==> src/rtl/spi_shader_loader_pkg.sv <==
// Shared definitions for the SPI shader loader: command op codes, FSM states
// and shader memory geometry.
package spi_shader_loader_pkg;

  localparam int SHADER_MEM_DEPTH = 16;

  typedef enum logic [1:0] {
    OP_WRITE = 2'b00,
    OP_READ  = 2'b01,
    OP_CTRL  = 2'b10,
    OP_RSVD  = 2'b11
  } op_e;

  typedef enum logic [2:0] {
    ST_IDLE   = 3'd0,
    ST_CMD    = 3'd1,
    ST_WRITE  = 3'd2,
    ST_READ   = 3'd3,
    ST_CTRL   = 3'd4,
    ST_IGNORE = 3'd5
  } state_e;

endpackage

==> src/rtl/spi_shader_loader_sync.sv <==
// Multi-flop synchronizer for an asynchronous level, with single-clk rise and
// fall pulses derived by comparing the synchronized level to its previous value.
module spi_sync_edge #(
  parameter int SYNC_STAGES = 2
) (
  input  logic clk,
  input  logic rst_n,
  input  logic din,
  output logic dout,
  output logic rise,
  output logic fall
);

  logic [SYNC_STAGES-1:0] sync_q, sync_d;
  logic                   prev_q, prev_d;

  always_comb begin
    sync_d = {sync_q[SYNC_STAGES-2:0], din};
    prev_d = sync_q[SYNC_STAGES-1];
  end

  // Reset to 0 so a chip select already low when reset lifts never looks like
  // a fresh falling edge; a real rise must come first.
  always_ff @(posedge clk or negedge rst_n) begin
    if (!rst_n) begin
      sync_q <= '0;
      prev_q <= 1'b0;
    end else begin
      sync_q <= sync_d;
      prev_q <= prev_d;
    end
  end

  assign dout = sync_q[SYNC_STAGES-1];
  assign rise = dout & ~prev_q;
  assign fall = ~dout & prev_q;

endmodule

==> src/rtl/spi_shader_loader.sv <==
// SPI mode-0 slave that loads/reads the 16x8 shader memory and a control register.
//   state     | meaning
//   ST_IDLE   | cs_n high (or not yet re-armed after reset), no activity
//   ST_CMD    | shifting in the command byte
//   ST_WRITE  | each data byte written to shader memory, address auto-increments
//   ST_READ   | memory bytes shifted out on miso, address auto-increments
//   ST_CTRL   | next data byte lands in ctrl_reg
//   ST_IGNORE | consume bytes until cs_n rises
module spi_shader_loader
  import spi_shader_loader_pkg::*;
#(
  parameter int ADDR_W      = 4,
  parameter int DATA_W      = 8,
  parameter int SYNC_STAGES = 2
) (
  input  logic              clk,
  input  logic              rst_n,
  input  logic              spi_sclk,
  input  logic              spi_mosi,
  input  logic              spi_cs_n,
  output logic              spi_miso,
  output logic              mem_we,
  output logic [ADDR_W-1:0] mem_waddr,
  output logic [DATA_W-1:0] mem_wdata,
  output logic [ADDR_W-1:0] mem_raddr,
  input  logic [DATA_W-1:0] mem_rdata,
  output logic [7:0]        ctrl_reg,
  output logic              busy
);

  logic sclk_level_unused, sclk_rise, sclk_fall;
  logic cs_s, cs_rise, cs_fall;
  logic [SYNC_STAGES-1:0] mosi_sync_q, mosi_sync_d;
  logic mosi_s;

  spi_sync_edge #(.SYNC_STAGES(SYNC_STAGES)) u_sync_sclk (
    .clk(clk), .rst_n(rst_n), .din(spi_sclk),
    .dout(sclk_level_unused), .rise(sclk_rise), .fall(sclk_fall)
  );

  spi_sync_edge #(.SYNC_STAGES(SYNC_STAGES)) u_sync_cs (
    .clk(clk), .rst_n(rst_n), .din(spi_cs_n),
    .dout(cs_s), .rise(cs_rise), .fall(cs_fall)
  );

  assign mosi_sync_d = {mosi_sync_q[SYNC_STAGES-2:0], spi_mosi};
  assign mosi_s      = mosi_sync_q[SYNC_STAGES-1];

  state_e            state_q, state_d;
  logic [2:0]        bit_cnt_q, bit_cnt_d;
  logic [DATA_W-1:0] rx_q, rx_d, tx_q, tx_d;
  logic [ADDR_W-1:0] addr_q, addr_d, waddr_q, waddr_d, raddr_q, raddr_d;
  logic [DATA_W-1:0] wdata_q, wdata_d;
  logic [7:0]        ctrl_q, ctrl_d;
  logic              we_q, we_d, busy_q, busy_d;
  logic [1:0]        ld_pipe_q, ld_pipe_d;
  logic [DATA_W-1:0] rx_byte;
  logic              byte_done;

  assign rx_byte   = {rx_q[DATA_W-2:0], mosi_s};
  assign byte_done = (state_q != ST_IDLE) && sclk_rise && (bit_cnt_q == 3'd7);

  always_comb begin
    state_d   = state_q;
    bit_cnt_d = bit_cnt_q;
    rx_d      = rx_q;
    tx_d      = tx_q;
    addr_d    = addr_q;
    waddr_d   = waddr_q;
    wdata_d   = wdata_q;
    raddr_d   = raddr_q;
    ctrl_d    = ctrl_q;
    we_d      = 1'b0;
    busy_d    = ~cs_s;
    // Read data is valid two clks after the byte completes (raddr flop + memory latency).
    ld_pipe_d = {ld_pipe_q[0], 1'b0};

    if (cs_rise) begin
      state_d   = ST_IDLE;
      bit_cnt_d = '0;
      rx_d      = '0;
      tx_d      = '0;
      ld_pipe_d = '0;
    end else if (state_q == ST_IDLE) begin
      if (cs_fall) begin
        state_d   = ST_CMD;
        bit_cnt_d = '0;
        tx_d      = '0;
      end
    end else begin
      if (sclk_rise) begin
        rx_d      = rx_byte;
        bit_cnt_d = bit_cnt_q + 3'd1;
      end
      // The fall that ends a byte must not shift, or the freshly loaded MSB is lost.
      if (sclk_fall && (state_q == ST_READ) && (bit_cnt_q != 3'd0))
        tx_d = {tx_q[DATA_W-2:0], 1'b0};
      if (ld_pipe_q[1])
        tx_d = mem_rdata;

      if (byte_done) begin
        case (state_q)
          ST_CMD: begin
            addr_d = rx_byte[ADDR_W-1:0];
            case (op_e'(rx_byte[7:6]))
              OP_WRITE: state_d = ST_WRITE;
              OP_READ: begin
                state_d      = ST_READ;
                raddr_d      = rx_byte[ADDR_W-1:0];
                ld_pipe_d[0] = 1'b1;
              end
              OP_CTRL: state_d = ST_CTRL;
              default: state_d = ST_IGNORE;
            endcase
          end
          ST_WRITE: begin
            we_d    = 1'b1;
            waddr_d = addr_q;
            wdata_d = rx_byte;
            addr_d  = addr_q + 1'b1;
          end
          ST_READ: begin
            addr_d       = addr_q + 1'b1;
            raddr_d      = addr_q + 1'b1;
            ld_pipe_d[0] = 1'b1;
          end
          ST_CTRL: begin
            ctrl_d  = rx_byte;
            state_d = ST_IGNORE;
          end
          default: ;
        endcase
      end
    end
  end

  always_ff @(posedge clk or negedge rst_n) begin
    if (!rst_n) begin
      state_q     <= ST_IDLE;
      bit_cnt_q   <= '0;
      rx_q        <= '0;
      tx_q        <= '0;
      addr_q      <= '0;
      waddr_q     <= '0;
      wdata_q     <= '0;
      raddr_q     <= '0;
      ctrl_q      <= '0;
      we_q        <= 1'b0;
      busy_q      <= 1'b0;
      ld_pipe_q   <= '0;
      mosi_sync_q <= '0;
    end else begin
      state_q     <= state_d;
      bit_cnt_q   <= bit_cnt_d;
      rx_q        <= rx_d;
      tx_q        <= tx_d;
      addr_q      <= addr_d;
      waddr_q     <= waddr_d;
      wdata_q     <= wdata_d;
      raddr_q     <= raddr_d;
      ctrl_q      <= ctrl_d;
      we_q        <= we_d;
      busy_q      <= busy_d;
      ld_pipe_q   <= ld_pipe_d;
      mosi_sync_q <= mosi_sync_d;
    end
  end

  assign spi_miso  = (state_q == ST_READ) ? tx_q[DATA_W-1] : 1'b0;
  assign mem_we    = we_q;
  assign mem_waddr = waddr_q;
  assign mem_wdata = wdata_q;
  assign mem_raddr = raddr_q;
  assign ctrl_reg  = ctrl_q;
  assign busy      = busy_q;

endmodule

==> config.mk <==
export PLATFORM = sky130hd
export DESIGN_NAME = spi_shader_loader
export DESIGN_NICKNAME = d
export VERILOG_FILES = /design/src/rtl/spi_shader_loader_pkg.sv /design/src/rtl/spi_shader_loader_sync.sv /design/src/rtl/spi_shader_loader.sv
export SDC_FILE = /design/constraint.sdc
export NUM_CORES = 1
export LEC_CHECK = 0
export ABC_AREA = 1
export BUFFER_PORTS_ARGS = -buffer_cell sky130_fd_sc_hd__buf_2
export CORE_AREA = 2 2 72 74
export DETAILED_ROUTE_END_ITERATION = 7
export DIE_AREA = 0 0 74 76
export PLACE_DENSITY = 0.91
export SYNTH_ARGS = -nofsm -noshare
export SYNTH_HDL_FRONTEND = slang
export SYNTH_SLANG_ARGS = --single-unit
==> constraint.sdc <==
create_clock -name clk -period 3.8 [get_ports clk]
set_clock_uncertainty 0.15 [all_clocks]
set_input_delay 0.76 -clock clk [delete_from_list [all_inputs] [get_ports clk]]
set_output_delay 0.76 -clock clk [all_outputs]
set_load 0.05 [all_outputs]
; ---- Yosys cells after proc, flatten, opt, wreduce, memory -nomap -nowiden
; Index checks and enable logic that the tools add are counted.
[op_classes]
n_eq_ne = 10
n_reduce_logical = 24
addsub = 2
bitwise_logic = 10
mux = 32
[op_table]
columns = operator, n
row1 = $mux W8, 5
row2 = $mux W3, 8
row3 = $mux W7, 3
row4 = $pmux W4 S2, 2
row5 = $reduce_and A4 Y1, 3
row6 = $reduce_bool A3 Y1, 4
row7 = $mux W1, 10
row8 = $pmux W3 S3, 1
row9 = $reduce_bool A4 Y1, 2
row10 = $eq A3 B2 Y1 const B, 2
row11 = $eq A3 B3 Y1 const B, 2
row12 = $not A1 Y1, 6
row13 = $pmux W3 S2, 1
row14 = $reduce_and A2 Y1, 3
row15 = $reduce_bool A2 Y1, 3
row16 = $reduce_and A5 Y1, 1
row17 = $add A4 B1 Y4 const B, 1
row18 = $and A1 B1 Y1, 4
row19 = $logic_and A1 B1 Y1, 4
row20 = $mux W4, 1
row21 = $ne A2 B2 Y1 const B, 2
row22 = $add A3 B1 Y3 const B, 1
row23 = $eq A3 B1 Y1 const B, 1
row24 = $logic_not A3 Y1, 1
row25 = 7 further kinds, 7
[word_totals]
wordCells = 95
register_bits = 61
output_inout_bits = 27
inputBits = 13

; ---- Logic depth before layout (Yosys ltp)
[logic_depth]
depth_word = 8
depth_mapped = 9
ltp_nobuf = 9

; ---- Modules after synthesis
; Synthesis repeated with hierarchy kept, for this count alone.
[unflattened]
hier_cells = 322
area_unflattened_um2 = 2758.9
[by_module_without_submodules]
columns = mod, cells_each, instances, area_per_inst_um2, seq_area_each_um2
row1 = spi_shader_loader, 308, 1, 2578.7, 1376.3
row2 = spi_sync_edge, 7, 2, 90.1, 75.1

; ---- Worst setup path after synthesis
; No wires, ideal clock.
[synth_timing]
kind = register to output
from = register state_q[2]
to = output port spi_miso
t_arrival_ns = 1.510
t_required_ns = 2.890
path_slack_ns = 1.380
n_path_buf = 0
stages_incl_launch_ff = 6
cell_sequence = dfrtp_1 -> inv_2 -> nand2_4 -> nor2_4 -> inv_1 -> nor2_1
[synth_between]
elab_chain_len = 2
[synth_lines]
columns = item, line_no
row1 = start: declaration, spi_shader_loader.sv:49  ; state_e state_q, state_d;
row2 = start signal: assignment, spi_shader_loader.sv:153  ; state_q <= state_d;
row3 = $eq A3 B2 Y1, spi_shader_loader.sv:169  ; assign spi_miso = (state_q == ST_READ) ? tx_q[DATA_W-1] : 1'b0;
row4 = $mux W1, spi_shader_loader.sv:169
row5 = end: declaration, spi_shader_loader.sv:21  ; output logic spi_miso,
; No other way between the ends.

; ---- Worst setup path after layout
; Ends and elaborated chain as after synthesis.

==> metrics.cfg <==
[detailed_routing]
via_per_inst = 5.16
drt_pre_antenna_iters = 4
first_iter_violations = 221
drc = 0
vias = 2208
ant_nets = 0
routedWlPerCell_um = 13.0
wl_um = 5580

[critical_path]
r2r_cells = 6
critical_path_class = reg2out
required_ns = 2.89
rrSetupSlack_ns = 1.73
cp.depth = 6
cp_top_family = buffers and inverters
path_buf_inv = 3
crit_chain = inv_2 > nand2_4 > nor2_4 > inv_1 > nor2_1 > buf_2
crit_path_end_kind = output port
critPathArrivalTime_ns = 1.69
cp_max_fo = 7
crit_slowest_cell = dfrtp_1
critPathMaxStageDelay_ns = 0.42
cp-start-kind = flip-flop

[clock_tree]
cts_resized = 0
hold_buffers = 0
cts.sinks = 61
htree_levels = 3
cts.path.max_buffers = 2
cts_buffers = 9
cts_tree = done
clockRootBuffer = clkbuf_8
path_clk_slew_ns = 0.06
clock_latency_ns = 0.34
post_cts_buffers = 0

[placed_design]
place_congestion = 0.903
pre_cts_slack_ns = 1.57
port_buffers = 39
hpwl_um = 3890
dp_cells = 412
dpl_cell_area_um2 = 3050

[yosys]
async_flop_share_pct = 100
synth_edf_count = 0
yosysSeqAreaShare_pct = 54.5
syn_inst = 307
synth-main-ff-cell = dfrtp_1
synthesis.nets = 325
ys_ff_latch = 61
synthesis.area_um2 = 2800
avgSynthCellArea_um2 = 9.13
synth_warnings = 0
ys_types = 28

[final_layout]
fin_cells = 428
finish.utilization_pct = 66.2
area_growth_syn_to_layout_pct = 16.0
diodes = 0
final_nets = 371
stdcell_area_um2 = 3250
final_layout_size_suffix_gt1_share_pct = 24.6

[power]
peakVddDrop_uv = 358
p_per_area_nw_per_um2 = 506
leakagePower_nw = 1.72
total_power_mw = 1.64

[global_route]
grt_pass1_vias = 2158
overflow = 0
track_usage_pct = 22.8
antenna_found_initial = 0
grt_pass1_wl_um = 9690
grt_start_max_net_pins = 36

[timing]
setup_violations = 0
hold_ws_ns = 0.198
drv_slew = 0
rsz0062_at_grt = no
fin_crit_ns = 2.60
fmax_mhz = 384
fin_crit_sh_pct = 68.5
maxSlewHeadroom_pct = 50.7
worstMarginPinSlew_ns = 0.739
finalHoldViolations = 0
tns_ns = 0
fin_ws_ns = 1.20

[die]
die_w_um = 74
die_h_um = 76
core_um2 = 4910
start_util_pct = 57.0
io_pins = 40
die_area_um2 = 5620
rows = 26

[status]
status = completed

[worst_hold_path]
min_path_cells = 0
hold_class = reg2reg

[flow_run]
maxCapViolCount = 0

[cells in the final DEF, fill, tap and decap left out, drive strengths merged, types with 7 or more instances in the layout]
| cell | count |
|---|---|
| buf | 41 |
| nand3 | 17 |
| o21ai | 25 |
| clkbuf | 9 |
| nor2 | 37 |
| o22ai | 7 |
| nand2 | 86 |
| dfrtp | 61 |
| inv | 35 |
| a21oi | 19 |
[metal layers]
metal  global-route usage, %  share of wire [%]  wire length, um  vias to the layer above
li1                        -                  -                -                     1082
met1                    28.6                 42             2370                     1043
met2                    35.7                 49             2750                       67
met3                    8.73                5.9              328                       16
met4                    8.00                2.4              132                        0
met5                       0                  0                0                        -
[worst register-to-register path: stages, from the launching register on]
cell and delay [ns]:
dfrtp_1 0.40, ha_1 0.32, inv_2 0.18, nand3_2 0.16
nor2_4 0.52, nor2_1 0.14, a21oi_2 0.14
[cells by family (layout without fill, tap and decap cells)]
logic type	count (synthesis)	count (layout)	share of synthesized area, %
buf+inv	41	92	6.43
flops	61	61	54.5
fa+ha+maj	5	5	2.23
compound gates	52	52	10.9
xor+xnor	2	2	0.625
simple gates	146	146	25.3
[path summary, 6_finish.rpt]
check | startpoint | to
worst max-delay path | state_q[2] | spi_miso
worst min-delay path | u_sync_cs.sync_q[0] | u_sync_cs.sync_q[1]
worst max register to register | u_sync_cs.sync_q[1] | mem_wdata[5]
worst min register to register | u_sync_cs.sync_q[0] | u_sync_cs.sync_q[1]
max in group asynchronous | rst_n | state_q[2]
min in group asynchronous | rst_n | mosi_sync_q[0]
[power by group]
part | switching (mW) | internal, mW | leakage [nW]
Sequential | 0.0321 | 0.678 | 0.828
Combinational | 0.264 | 0.0951 | 0.803
Clock | 0.270 | 0.304 | 0.0918
[final cells by class]
class                   count  area, um2
clock inverters             7       75.1
fillers                   380       1660
clock buffers               9        124
repair buffers             41        210
well taps                  70       87.6
inverters                  35        133
multi-input cells         205       1090
flip-flops and latches     61       1530
[Yosys cell counts (2+ instances only)]
| library cell | n | area [um2] |
|---|---|---|
| ha_1 | 5 | 62.6 |
| nor2_4 | 4 | 45.0 |
| o22ai_1 | 7 | 43.8 |
| nand4_1 | 4 | 25.0 |
| nand2_1 | 78 | 293 |
| buf_2 | 2 | 10.0 |
| nand2_4 | 4 | 45.0 |
| buf_6 | 3 | 33.8 |
| inv_2 | 2 | 7.51 |
| nand2_2 | 4 | 25.0 |
| a21oi_2 | 8 | 70.1 |
| o21ai_0 | 24 | 120 |
| inv_1 | 32 | 120 |
| nand3_1 | 15 | 75.1 |
| nor2_2 | 2 | 12.5 |
| a21oi_1 | 11 | 55.1 |
| nor2_1 | 30 | 113 |
| xor2_1 | 2 | 17.5 |
| dfrtp_1 | 61 | 1530 |
Power figures use the tool's default switching activity.
